$ cat src/rtl/wb_bridge_pkg.sv
// Shared definitions for the Wishbone master bridge.
// Holds the FSM state type, the request/response field layout, the timeout
// counter width and a helper that packs a response word.
package wb_bridge_pkg;

  typedef enum logic [1:0] {
    StIdle,
    StBus,
    StResp
  } state_e;

  // Request word: {we, sel[3:0], adr[31:0], dat[31:0]}
  localparam int unsigned ReqW      = 69;
  localparam int unsigned ReqWeBit  = 68;
  localparam int unsigned ReqSelLsb = 64;
  localparam int unsigned SelW      = 4;
  localparam int unsigned ReqAdrLsb = 32;
  localparam int unsigned AdrW      = 32;
  localparam int unsigned ReqDatLsb = 0;
  localparam int unsigned DatW      = 32;

  // Response word: {timeout, err, dat[31:0]}
  localparam int unsigned RespW      = 34;
  localparam int unsigned RespToBit  = 33;
  localparam int unsigned RespErrBit = 32;

  localparam int unsigned CntW = 8;

  function automatic logic [RespW-1:0] pack_resp(input logic to, input logic err,
                                                 input logic [DatW-1:0] dat);
    return {to, err, dat};
  endfunction

endpackage

$ cat src/rtl/wb_master_bridge.sv
// Wishbone classic master bridge.
// Converts a valid/ready request stream into single Wishbone transactions and
// returns each result on a valid/ready response stream. One transaction is in
// flight at a time; a bus cycle that sees no ack/err is aborted after
// TIMEOUT_CYCLES cycles and reported with the timeout flag.
//
// Ports:
//   wb_clk_i, wb_rst_i          clock, asynchronous active-high reset
//   req_recv_msg/val/rdy        request {we, sel, adr, dat}
//   resp_send_msg/val/rdy       response {timeout, err, dat}
//   wbm_cyc_o/stb_o/we_o        Wishbone cycle, strobe, write enable
//   wbm_sel_o/adr_o/dat_o       Wishbone byte select, address, write data
//   wbm_dat_i/ack_i/err_i       Wishbone read data, acknowledge, error
//
// Every output comes straight from a register, so no input reaches an output
// combinationally.
module wb_master_bridge
  import wb_bridge_pkg::*;
#(
  parameter int unsigned TIMEOUT_CYCLES = 255
) (
  input  logic             wb_clk_i,
  input  logic             wb_rst_i,
  input  logic [ReqW-1:0]  req_recv_msg,
  input  logic             req_recv_val,
  output logic             req_recv_rdy,
  output logic [RespW-1:0] resp_send_msg,
  output logic             resp_send_val,
  input  logic             resp_send_rdy,
  output logic             wbm_cyc_o,
  output logic             wbm_stb_o,
  output logic             wbm_we_o,
  output logic [SelW-1:0]  wbm_sel_o,
  output logic [AdrW-1:0]  wbm_adr_o,
  output logic [DatW-1:0]  wbm_dat_o,
  input  logic [DatW-1:0]  wbm_dat_i,
  input  logic             wbm_ack_i,
  input  logic             wbm_err_i
);

  localparam logic [CntW-1:0] CntLast = CntW'(TIMEOUT_CYCLES - 32'd1);

  state_e           state_q;
  logic [CntW-1:0]  cnt_q;
  logic             rdy_q;
  logic             cyc_q;
  logic             stb_q;
  logic             we_q;
  logic [SelW-1:0]  sel_q;
  logic [AdrW-1:0]  adr_q;
  logic [DatW-1:0]  dat_q;
  logic [RespW-1:0] resp_q;
  logic             resp_val_q;

  always_ff @(posedge wb_clk_i or posedge wb_rst_i) begin
    if (wb_rst_i) begin
      state_q    <= StIdle;
      cnt_q      <= '0;
      rdy_q      <= 1'b0;
      cyc_q      <= 1'b0;
      stb_q      <= 1'b0;
      we_q       <= 1'b0;
      sel_q      <= '0;
      adr_q      <= '0;
      dat_q      <= '0;
      resp_q     <= '0;
      resp_val_q <= 1'b0;
    end else begin
      unique case (state_q)
        StIdle: begin
          if (req_recv_val && rdy_q) begin
            we_q    <= req_recv_msg[ReqWeBit];
            sel_q   <= req_recv_msg[ReqSelLsb +: SelW];
            adr_q   <= req_recv_msg[ReqAdrLsb +: AdrW];
            // Reads put zero on the write-data bus.
            dat_q   <= req_recv_msg[ReqWeBit] ? req_recv_msg[ReqDatLsb +: DatW] : '0;
            cnt_q   <= '0;
            cyc_q   <= 1'b1;
            stb_q   <= 1'b1;
            rdy_q   <= 1'b0;
            state_q <= StBus;
          end else begin
            // Also raises ready on the first edge after reset release.
            rdy_q <= 1'b1;
          end
        end
        StBus: begin
          if (wbm_ack_i || wbm_err_i) begin
            // err dominates a simultaneous ack; writes return zero data.
            resp_q     <= wbm_err_i ? pack_resp(1'b0, 1'b1, '0)
                                    : pack_resp(1'b0, 1'b0, we_q ? '0 : wbm_dat_i);
            cyc_q      <= 1'b0;
            stb_q      <= 1'b0;
            resp_val_q <= 1'b1;
            state_q    <= StResp;
          end else if (cnt_q == CntLast) begin
            resp_q     <= pack_resp(1'b1, 1'b0, '0);
            cyc_q      <= 1'b0;
            stb_q      <= 1'b0;
            resp_val_q <= 1'b1;
            state_q    <= StResp;
          end else begin
            cnt_q <= cnt_q + 1'b1;
          end
        end
        StResp: begin
          if (resp_send_rdy) begin
            resp_val_q <= 1'b0;
            rdy_q      <= 1'b1;
            state_q    <= StIdle;
          end
        end
        default: begin
          state_q <= StIdle;
        end
      endcase
    end
  end

  assign req_recv_rdy  = rdy_q;
  assign resp_send_msg = resp_q;
  assign resp_send_val = resp_val_q;
  assign wbm_cyc_o     = cyc_q;
  assign wbm_stb_o     = stb_q;
  assign wbm_we_o      = we_q;
  assign wbm_sel_o     = sel_q;
  assign wbm_adr_o     = adr_q;
  assign wbm_dat_o     = dat_q;

endmodule

$ cat config.mk
export PLATFORM = sky130hd
export DESIGN_NAME = wb_master_bridge
export DESIGN_NICKNAME = d
export VERILOG_FILES = /design/src/rtl/wb_bridge_pkg.sv /design/src/rtl/wb_master_bridge.sv
export SDC_FILE = /design/constraint.sdc
export NUM_CORES = 1
export LEC_CHECK = 0
export BUFFER_PORTS_ARGS = -buffer_cell sky130_fd_sc_hd__buf_2
export CORE_UTILIZATION = 50
export CTS_CLUSTER_SIZE = 14
export DETAILED_ROUTE_END_ITERATION = 7
export GPL_TIMING_DRIVEN = 0
export PLACE_DENSITY = 0.85
export SETUP_SLACK_MARGIN = 0.02
export SYNTH_ARGS = -nofsm -noshare
export SYNTH_HDL_FRONTEND = slang
export SYNTH_SLANG_ARGS = --single-unit
export TNS_END_PERCENT = 20
$ cat constraint.sdc
create_clock -name wb_clk_i -period 6.3 [get_ports wb_clk_i]
set_input_delay 0.63 -clock wb_clk_i [delete_from_list [all_inputs] [get_ports wb_clk_i]]
set_output_delay 0.63 -clock wb_clk_i [all_outputs]
set_load 0.01 [all_outputs]
Yosys cells after proc, flatten, opt, wreduce, memory -nomap -nowiden
Index checks and enable logic that the tools add are counted.
{ "word_totals": {"regBits": 116} }
{ "classes": {"n_mux": 25, "addsub": 1, "reduce_logical": 14, "n_eq_ne": 8} }
{ "op_table": {"columns": ["operator", "count"], "rows": [
  ["$mux W34", 2],
  ["$mux W32", 2],
  ["$mux W33", 1],
  ["$mux W8", 3],
  ["$pmux W8 S2", 1],
  ["$reduce_and A3 Y1", 3],
  ["$add A8 B1 Y8 const B", 1],
  ["$eq A8 B8 Y1 const B", 1],
  ["$mux W1", 8],
  ["$mux W2", 4],
  ["$ne A2 B2 Y1 const B", 4],
  ["$reduce_bool A2 Y1", 4],
  ["$pmux W1 S2", 3],
  ["$pmux W2 S3", 1],
  ["$reduce_and A2 Y1", 3],
  ["$reduce_and A4 Y1", 1],
  ["$ne A3 B3 Y1 const B", 1],
  ["$eq A2 B1 Y1 const B", 1],
  ["$eq A2 B2 Y1 const B", 1],
  ["$logic_not A2 Y1", 1],
  ["$logic_and A1 B1 Y1", 1],
  ["$logic_or A1 B1 Y1", 1]
]} }

Longest topological paths before layout
Gate-level depths: netlist of the first run.
{ "depth": {"depth_word": 4, "depth_mapped": 7, "mapped_depth_nobuf": 6} }

Worst setup path after synthesis of the first run
Ideal clock, no wire load.
{ "synth_timing": {"path_type": "in2reg", "start": "input port wbm_ack_i", "end": "register resp_q[32], in the netlist resp_send_msg[32]", "stages": 4, "path_buffers": 0, "setup_time_ns": 0.125, "path_slack_ns": 4.707, "arrival_time_ns": 1.469, "path_cell_list": "nor2_1 -> o21ai_1 -> nand2_2 -> mux2_2"} }
{ "synth_via": {"elab_chain_cells": 3, "word_cells_on_any_way": 4} }
{ "synth_rtl": {"columns": ["item", "line", "rtl"], "rows": [
  ["start, declared", "wb_master_bridge.sv:37", "input logic wbm_ack_i,"],
  ["$logic_or A1 B1 Y1 *", "wb_master_bridge.sv:88", "if (wbm_ack_i || wbm_err_i) begin"],
  ["$reduce_bool A2 Y1 (no source line)", null, null],
  ["$reduce_and A2 Y1 (no source line)", null, null],
  ["end signal, assigned", "wb_master_bridge.sv:90", "resp_q <= wbm_err_i ? pack_resp(1'b0, 1'b1, '0)"],
  ["end signal, assigned", "wb_master_bridge.sv:97", "resp_q <= pack_resp(1'b1, 1'b0, '0);"],
  ["end, declared", "wb_master_bridge.sv:52", "logic [RespW-1:0] resp_q;"]
]} }
Mark *: on every way between the ends. The rest lies on a longest branch, timed or not.
A chain may end at the register's enable or synchronous reset.

Worst setup path in the final report of the first run
{ "layout_timing": {"start": "register stb_q, in the netlist wbm_stb_o", "end": "output port wbm_stb_o"} }
{ "layout_rtl": {"columns": ["item", "line", "rtl"], "rows": [
  ["start, declared", "wb_master_bridge.sv:47", "logic stb_q;"],
  ["start signal, assigned", "wb_master_bridge.sv:61", "stb_q <= 1'b0;"],
  ["start signal, assigned", "wb_master_bridge.sv:79", "stb_q <= 1'b1;"],
  ["start signal, assigned", "wb_master_bridge.sv:93", "stb_q <= 1'b0;"],
  ["end, declared", "wb_master_bridge.sv:31", "output logic wbm_stb_o,"]
]} }
No word-level cell between the ends.

==> results.tsv, run 1 <==
stage	metric	value	unit
place	RD Place Congestion	0.8167	
sta	clock skew	0.008284	ns
power_and_ir_drop	Leak Pwr	3.661	nW
global_routing	gr usage total	26.72	%
floorplanning	Die ar.	9443	um2
routing	drt drc	0	
flow_run	Max-cap violations	0	
power_and_ir_drop	Int Power	2.201	mW
cts	CTS buffer count	17	
place	hpwl dp	8611	um
final_layout	nets@finish	787	
worst_setup_path	critical path's slowest cell	dfrtp_1	
worst_setup_path	startpoint class of the critical path	register	
worst_setup_path	CP Capture Type	output port	
cts	clock-pin transition on the worst setup and hold timing paths	0.06	ns
sta	Max Fclk	561.7	MHz
logic_synthesis	Syn Area/Cell	10.16	um2
cts	clk sinks	116	
worst_setup_path	Worst EP arrival	1.15	ns
logic_synthesis	sequential area share after synthesis	64.09	%
cts	htree depth	4	
final_layout	Util after Layout	72.59	%
global_routing	first-pass GRT wire length	19890	um
logic_synthesis	Distinct cells, synth	33	
routing	Detailed Route Iter0 Violations	134	
power_and_ir_drop	clock power share	28.7	%
cts	CTS tree	built	
final_layout	most frequent cells in the layout	buf_2, nand2_1, dfrtp_1	
worst_setup_path	delay of the slowest critical-path stage	0.39	ns
worst_setup_path	R2R setup slack	4.53	ns
sta	period utilisation layout	28.26	%
min_path	worst hold path class	input pin to async pin	
logic_synthesis	Mapped Area	4529	um2
logic_synthesis	Syn Inst Count	446	
floorplanning	Die Wd	97.18	um
power_and_ir_drop	Sw Share	35.24	%
sta	Setup violations, final	0	
floorplanning	Die Y	97.18	um
routing	antenna viol nets, final	0	
worst_setup_path	crit-path max FO	3	
sta	relative slew slack	52.30	%
cts	clk buf depth	2	
routing	via count	4051	
cts	Hold Buf Count CTS	0	
outcome	outcome	finished, final reports clean	
sta	Final Hold Violating Endpoints	0	
final_layout	Area growth, synth to finish	40.44	%
cts	Root Driver	clkbuf_8	
final_layout	most common library cell in the layout ignoring fill and taps	buf_2	
worst_setup_path	R2R cell count	7	
floorplanning	num rows	34	
sta	RSZ-0062 raised after global routing	no	
routing	post-DR wirelength/cell	15.08	um
logic_synthesis	Synth warnings	0	
global_routing	largest net degree at the start of global routing	61	
final_layout	share of cells above drive strength 1	37.48	%
routing	WL final	12050	um
worst_setup_path	CP Cell Sequence	buf_4 > buf_2	
power_and_ir_drop	combinational power share	34.3	%
logic_synthesis	register bit total from synthesis	116	
sta	post-route minimum period	1.780	ns
floorplanning	CORE AREA	8763	um2
sta	Pins Over Slew Limit	0	
floorplanning	initial core utilization	51.68	%
sta	Final WS setup	4.520	ns
final_layout	# diodes	0	
logic_synthesis	syn_nets	555	
routing	drt via density	5.070	
routing	Detailed Routing Iterations Pass 1	4	
cts	Setup Buffers After CTS	0	
cts	Worst-Skew Late Latency	0.50	ns
cts	CTS resizes	0	
worst_setup_path	CP required	5.67	ns
power_and_ir_drop	Seq pwr share	37.1	%
sta	Worst Hold Slack	0.2546	ns
global_routing	antenna violations before repair	0	
place	PortBufs	212	
power_and_ir_drop	Peak VDD IR	0.0002169	V
power_and_ir_drop	Power Dens Cells	534.3	nW/um2
place	pre-CTS setup slack	4.453	ns
floorplanning	I/O pins	214	
sta	Sum Neg Setup Slack	0	ns
power_and_ir_drop	NetSw	1.198	mW
sta	worst slew pin tran	0.7155	ns
global_routing	grt ovf	0	
worst_setup_path	WS Path Type	register to output port	
global_routing	vias in the first global route	4083	
==> state kept, by name (all words and copies together) (netlist names) <==
signal         flops
cnt_q              8
req_recv_rdy       1
resp_send_msg     34
resp_send_val      1
state_q            2
wbm_adr_o         32
wbm_dat_o         32
wbm_sel_o          4
wbm_stb_o          1
wbm_we_o           1
==> power by group through the flow <==
stage	clock network [mW]	registers (mW)	logic, mW
floorplan	0	1.41	0.492
global placement	0	1.25	1.13
detailed placement	0	1.26	1.16
CTS	0.989	1.26	1.18
global route	1.03	1.30	1.29
finish	0.975	1.26	1.16
==> cells by family after synthesis <==
kind of cell	share of synthesized area, %
simple gates	22.40
flops	64.09
compound gates	8.895
buf+inv	3.619
fa+ha+maj	0.5524
xor+xnor	0.1934
mux	0.2486
==> critical path, delay by kind of cell, from the launching register on <==
family / cells / cell delay, ns
buf+inv: 2 / 0.26
flops: 1 / 0.39
==> synth_stat cells <==
cell | number | share of area, %
nand2_1 | 179 | 15
dfrtp_1 | 116 | 64
nand3_1 | 43 | 4.8
a22o_1 | 32 | 6.2
clkbuf_1 | 13 | 1.1
nor2_1 | 7 | 0.58
o21ai_0 | 6 | 0.66
buf_1 | 5 | 0.41
buf_2 | 5 | 0.55
inv_1 | 5 | 0.41
buf_6 | 4 | 0.99
a21oi_1 | 3 | 0.33
and3_1 | 3 | 0.41
nor3_1 | 3 | 0.33
a311o_1 | 2 | 0.44
ha_1 | 2 | 0.55
nand2b_1 | 2 | 0.28
a21o_1 | 1 | 0.17
a2bb2oi_1 | 1 | 0.19
a31oi_1 | 1 | 0.14
and2b_1 | 1 | 0.17
buf_4 | 1 | 0.17
mux2_2 | 1 | 0.25
nand2_2 | 1 | 0.14
nand4_2 | 1 | 0.28
nor3b_1 | 1 | 0.17
nor4b_2 | 1 | 0.33
o211a_1 | 1 | 0.22
o211ai_2 | 1 | 0.28
o21a_1 | 1 | 0.17
o21ai_1 | 1 | 0.11
or3_1 | 1 | 0.14
xnor2_1 | 1 | 0.19
==> metal layers <==
metal | GRT usage (%) | share of wire (%)
met4 | 6.889 | 0.75
met5 | 0 | 0
met1 | 32.42 | 41
met2 | 46.05 | 51
met3 | 8.633 | 7.3
==> metrics by stage <==
| stage | area [um2] | cells | power [mW] |
|---|---|---|---|
| floorplan | 4529 | 446 | 1.904 |
| global placement | 5725 | 766 | 2.377 |
| detailed placement | 5756 | 767 | 2.427 |
| CTS | 6361 | 799 | 3.427 |
| global route | 6361 | 799 | 3.619 |
| finish | 6361 | 799 | 3.399 |
==> area by class of cell <==
cell class / instances / area, um2
clock buffer: 19 / 421.7
sequential: 116 / 2903
buffer: 28 / 145.1
multi-input combinational: 297 / 1463
clock inverter: 13 / 183.9
inverter: 5 / 21.27
timing repair buffer: 213 / 1089
tap: 108 / 135.1
fill: 651 / 2402
==> final timing paths <==
kind | endpoint | start
worst min register to register | wbm_dat_o[14] | wbm_dat_o[14]
min in group wb_clk_i | wbm_adr_o[29] | req_recv_msg[61]
worst max register to register | resp_send_msg[29] | cnt_q[0]
worst max-delay path | wbm_stb_o | wbm_stb_o
max in group asynchronous | cnt_q[2] | wb_rst_i
worst min-delay path | resp_send_msg[21] | wb_rst_i
(Power assumes the default switching activity.)
==> run 2: changes to the inputs <==
CORE_UTILIZATION = 46   (was 50)
PLACE_DENSITY = 0.79   (was 0.85)
clock period = 1.8 ns   (was 6.3 ns; I/O delays follow)
==> run 2 against run 1 <==
  * Via count grew 21%
  * Non-clock buffer count grew 107
  * Global-route usage grew 5.7 points
  * Clock-buffer cell count shrank 1
  * Combinational power grew to 3.9 times the previous value
  * First-iteration DRC count grew 13%
  * Routed wire length grew 35%
  * Largest cell class unchanged
==> results.tsv, run 2 (synthesized netlist as in run 1, its figures left out) <==
stage	metric	value	unit	change
final_layout	most common library cell in the layout ignoring fill and taps	buf_2		unchanged
worst_setup_path	CP Capture Type	register		was output port
global_routing	gr usage total	32.45	%	was 26.72%
final_layout	nets@finish	894		was 787
place	PortBufs	212		unchanged
floorplanning	I/O pins	214		unchanged
sta	Final Hold Violating Endpoints	0		unchanged
worst_setup_path	startpoint class of the critical path	register		unchanged
routing	drt via density	5.275		was 5.070
floorplanning	Die ar.	10250	um2	was 9443 um2
sta	post-route minimum period	1.701	ns	
worst_setup_path	CP required	2.18	ns	was 5.67 ns
worst_setup_path	Worst EP arrival	2.08	ns	was 1.15 ns
floorplanning	Die Y	101.2	um	was 97.18 um
final_layout	fillers	547		was 651
cts	htree depth	4		unchanged
sta	Pins Over Slew Limit	0		unchanged
place	RD Place Congestion	0.8229		was 0.8167
sta	relative slew slack	57.90	%	was 52.30%
floorplanning	CORE AREA	9371	um2	was 8763 um2
global_routing	first-pass GRT wire length	25100	um	was 19890 um
sta	Max Fclk	587.7	MHz	
sta	Sum Neg Setup Slack	0	ns	unchanged
floorplanning	Die Wd	101.2	um	was 97.18 um
power_and_ir_drop	Leak Pwr	4.100	nW	was 3.661 nW
cts	CTS buffer count	17		unchanged
power_and_ir_drop	Peak VDD IR	0.001070	V	was 0.0002169 V
global_routing	antenna violations before repair	0		unchanged
cts	clk buf depth	2		unchanged
place	placed instance area	5816	um2	was 5756 um2
floorplanning	initial core utilization	48.33	%	was 51.68%
cts	clk sinks	116		unchanged
final_layout	Area growth, synth to finish	64.72	%	was 40.44%
power_and_ir_drop	Power Dens Cells	1643	nW/um2	was 534.3 nW/um2
cts	Worst-Skew Late Latency	0.51	ns	was 0.50 ns
routing	drt drc	0		unchanged
routing	via count	4895		was 4051
global_routing	vias in the first global route	5052		was 4083
outcome	outcome	finished, final reports clean		unchanged
min_path	worst hold path class	input pin to register		was input pin to async pin
sta	RSZ-0062 raised after global routing	no		unchanged
final_layout	share of cells above drive strength 1	33.58	%	was 37.48%
worst_setup_path	WS Path Type	register to register		was register to output port
global_routing	grt ovf	0		unchanged
routing	post-DR wirelength/cell	17.52	um	was 15.08 um
final_layout	final instance area	7461	um2	was 6361 um2
routing	Detailed Routing Iterations Pass 1	5		was 4
sta	worst slew pin tran	0.6301	ns	was 0.7155 ns
global_routing	largest net degree at the start of global routing	36		was 61
flow_run	Max-cap violations	0		unchanged
cts	clock-pin transition on the worst setup and hold timing paths	0.06	ns	about the same
final_layout	max FFs per register	34		unchanged
routing	WL final	16260	um	was 12050 um
place	hpwl dp	9062	um	was 8611 um
floorplanning	num rows	35		was 34
cts	Root Driver	clkbuf_8		unchanged
sta	period utilisation layout	94.53	%	
worst_setup_path	crit-path max FO	5		was 3
routing	Detailed Route Iter0 Violations	152		was 134
routing	antenna viol nets, final	0		unchanged
cts	CTS tree	built		unchanged
final_layout	most frequent cells in the layout	buf_2, nand2_1, dfrtp_1		unchanged
sta	clock skew	0.01085	ns	was 0.008284 ns
sta	Setup violations, final	0		unchanged
-- run 2: timing repair --
| action | in CTS | in global routing |
|---|---|---|
| endpoints found under the hold margin | 127 | 0 |
| buffers inserted | 0 | 2 |
| hold buffers | 103 | 0 |
| endpoints found under the setup margin | 0 | 35 |
| gates resized for setup | 0 | 8 |
-- run 2: final timing paths --
| kind | start | cells after the start | endpoint | slack [ns] |
|---|---|---|---|---|
| setup / recovery | state_q[1] | 5 | cnt_q[2] | 0.1 |
| hold / removal | wbm_ack_i | 4 | resp_send_msg[33] | 0.05 |
| setup reg to reg | state_q[1] | 5 | cnt_q[2] | 0.1 |
| hold reg to reg | wbm_dat_o[19] | 2 | wbm_dat_o[19] | 0.46 |
| max in group asynchronous | wb_rst_i | 5 | wbm_sel_o[2] | 0.66 |
| min in group asynchronous | wb_rst_i | 3 | resp_send_msg[19] | 0.35 |
-- run 2: final cells by class --
type / instances / area (um2) / area share (%)
tap: 129 / 161.4 / 2.163
multi-input combinational: 297 / 1485 / 19.91
clock inverter: 14 / 153.9 / 2.063
antenna: 1 / 2.502 / 0.03354
clock buffer: 18 / 417.9 / 5.601
timing repair buffer: 320 / 2167 / 29.05
buffer: 28 / 147.6 / 1.979
inverter: 5 / 22.52 / 0.3019
sequential: 116 / 2903 / 38.91
-- run 2: power by group --
part	leakage, nW	total, mW	switching [mW]	internal, mW
clock network	0.260	3.25	1.27	1.98
registers	1.50	4.50	0.726	3.77
logic	2.34	4.50	2.64	1.86
-- run 2: through the flow --
step                      std cells  utilization (%)  power [mW]  setup WS, ns  hold slack, ns
final                           928            79.61       12.25       0.09855         0.05052
after detailed placement        790            62.06       8.548       0.08297          0.2789
after global placement          787            61.42       8.381       -0.4805          0.3708
after CTS                       925            79.16       11.98       0.03745         0.01479
after global routing            927            79.59       12.91       0.01995         0.04163
after floorplan                 446                -       6.665        0.2066          0.2854
-- run 2: worst max-delay path: stages, from the launching register on --
cell,delay [ns]
dfrtp_1,0.42
and2b_1,0.35
o211ai_2,0.18
buf_4,0.18
and3_1,0.18
a311o_1,0.27
-- run 2: layer usage --
layer  global-route usage, %  part of all wire (%)  vias up  routed length [um]
met2                   53.90                    49      312                7897
li1                        -                     -     2169                   -
met3                   9.869                   9.1       72                1487
met4                   19.29                   4.5        0                 727
met5                       0                     0        -                   0
met1                   37.20                    38     2342                6151
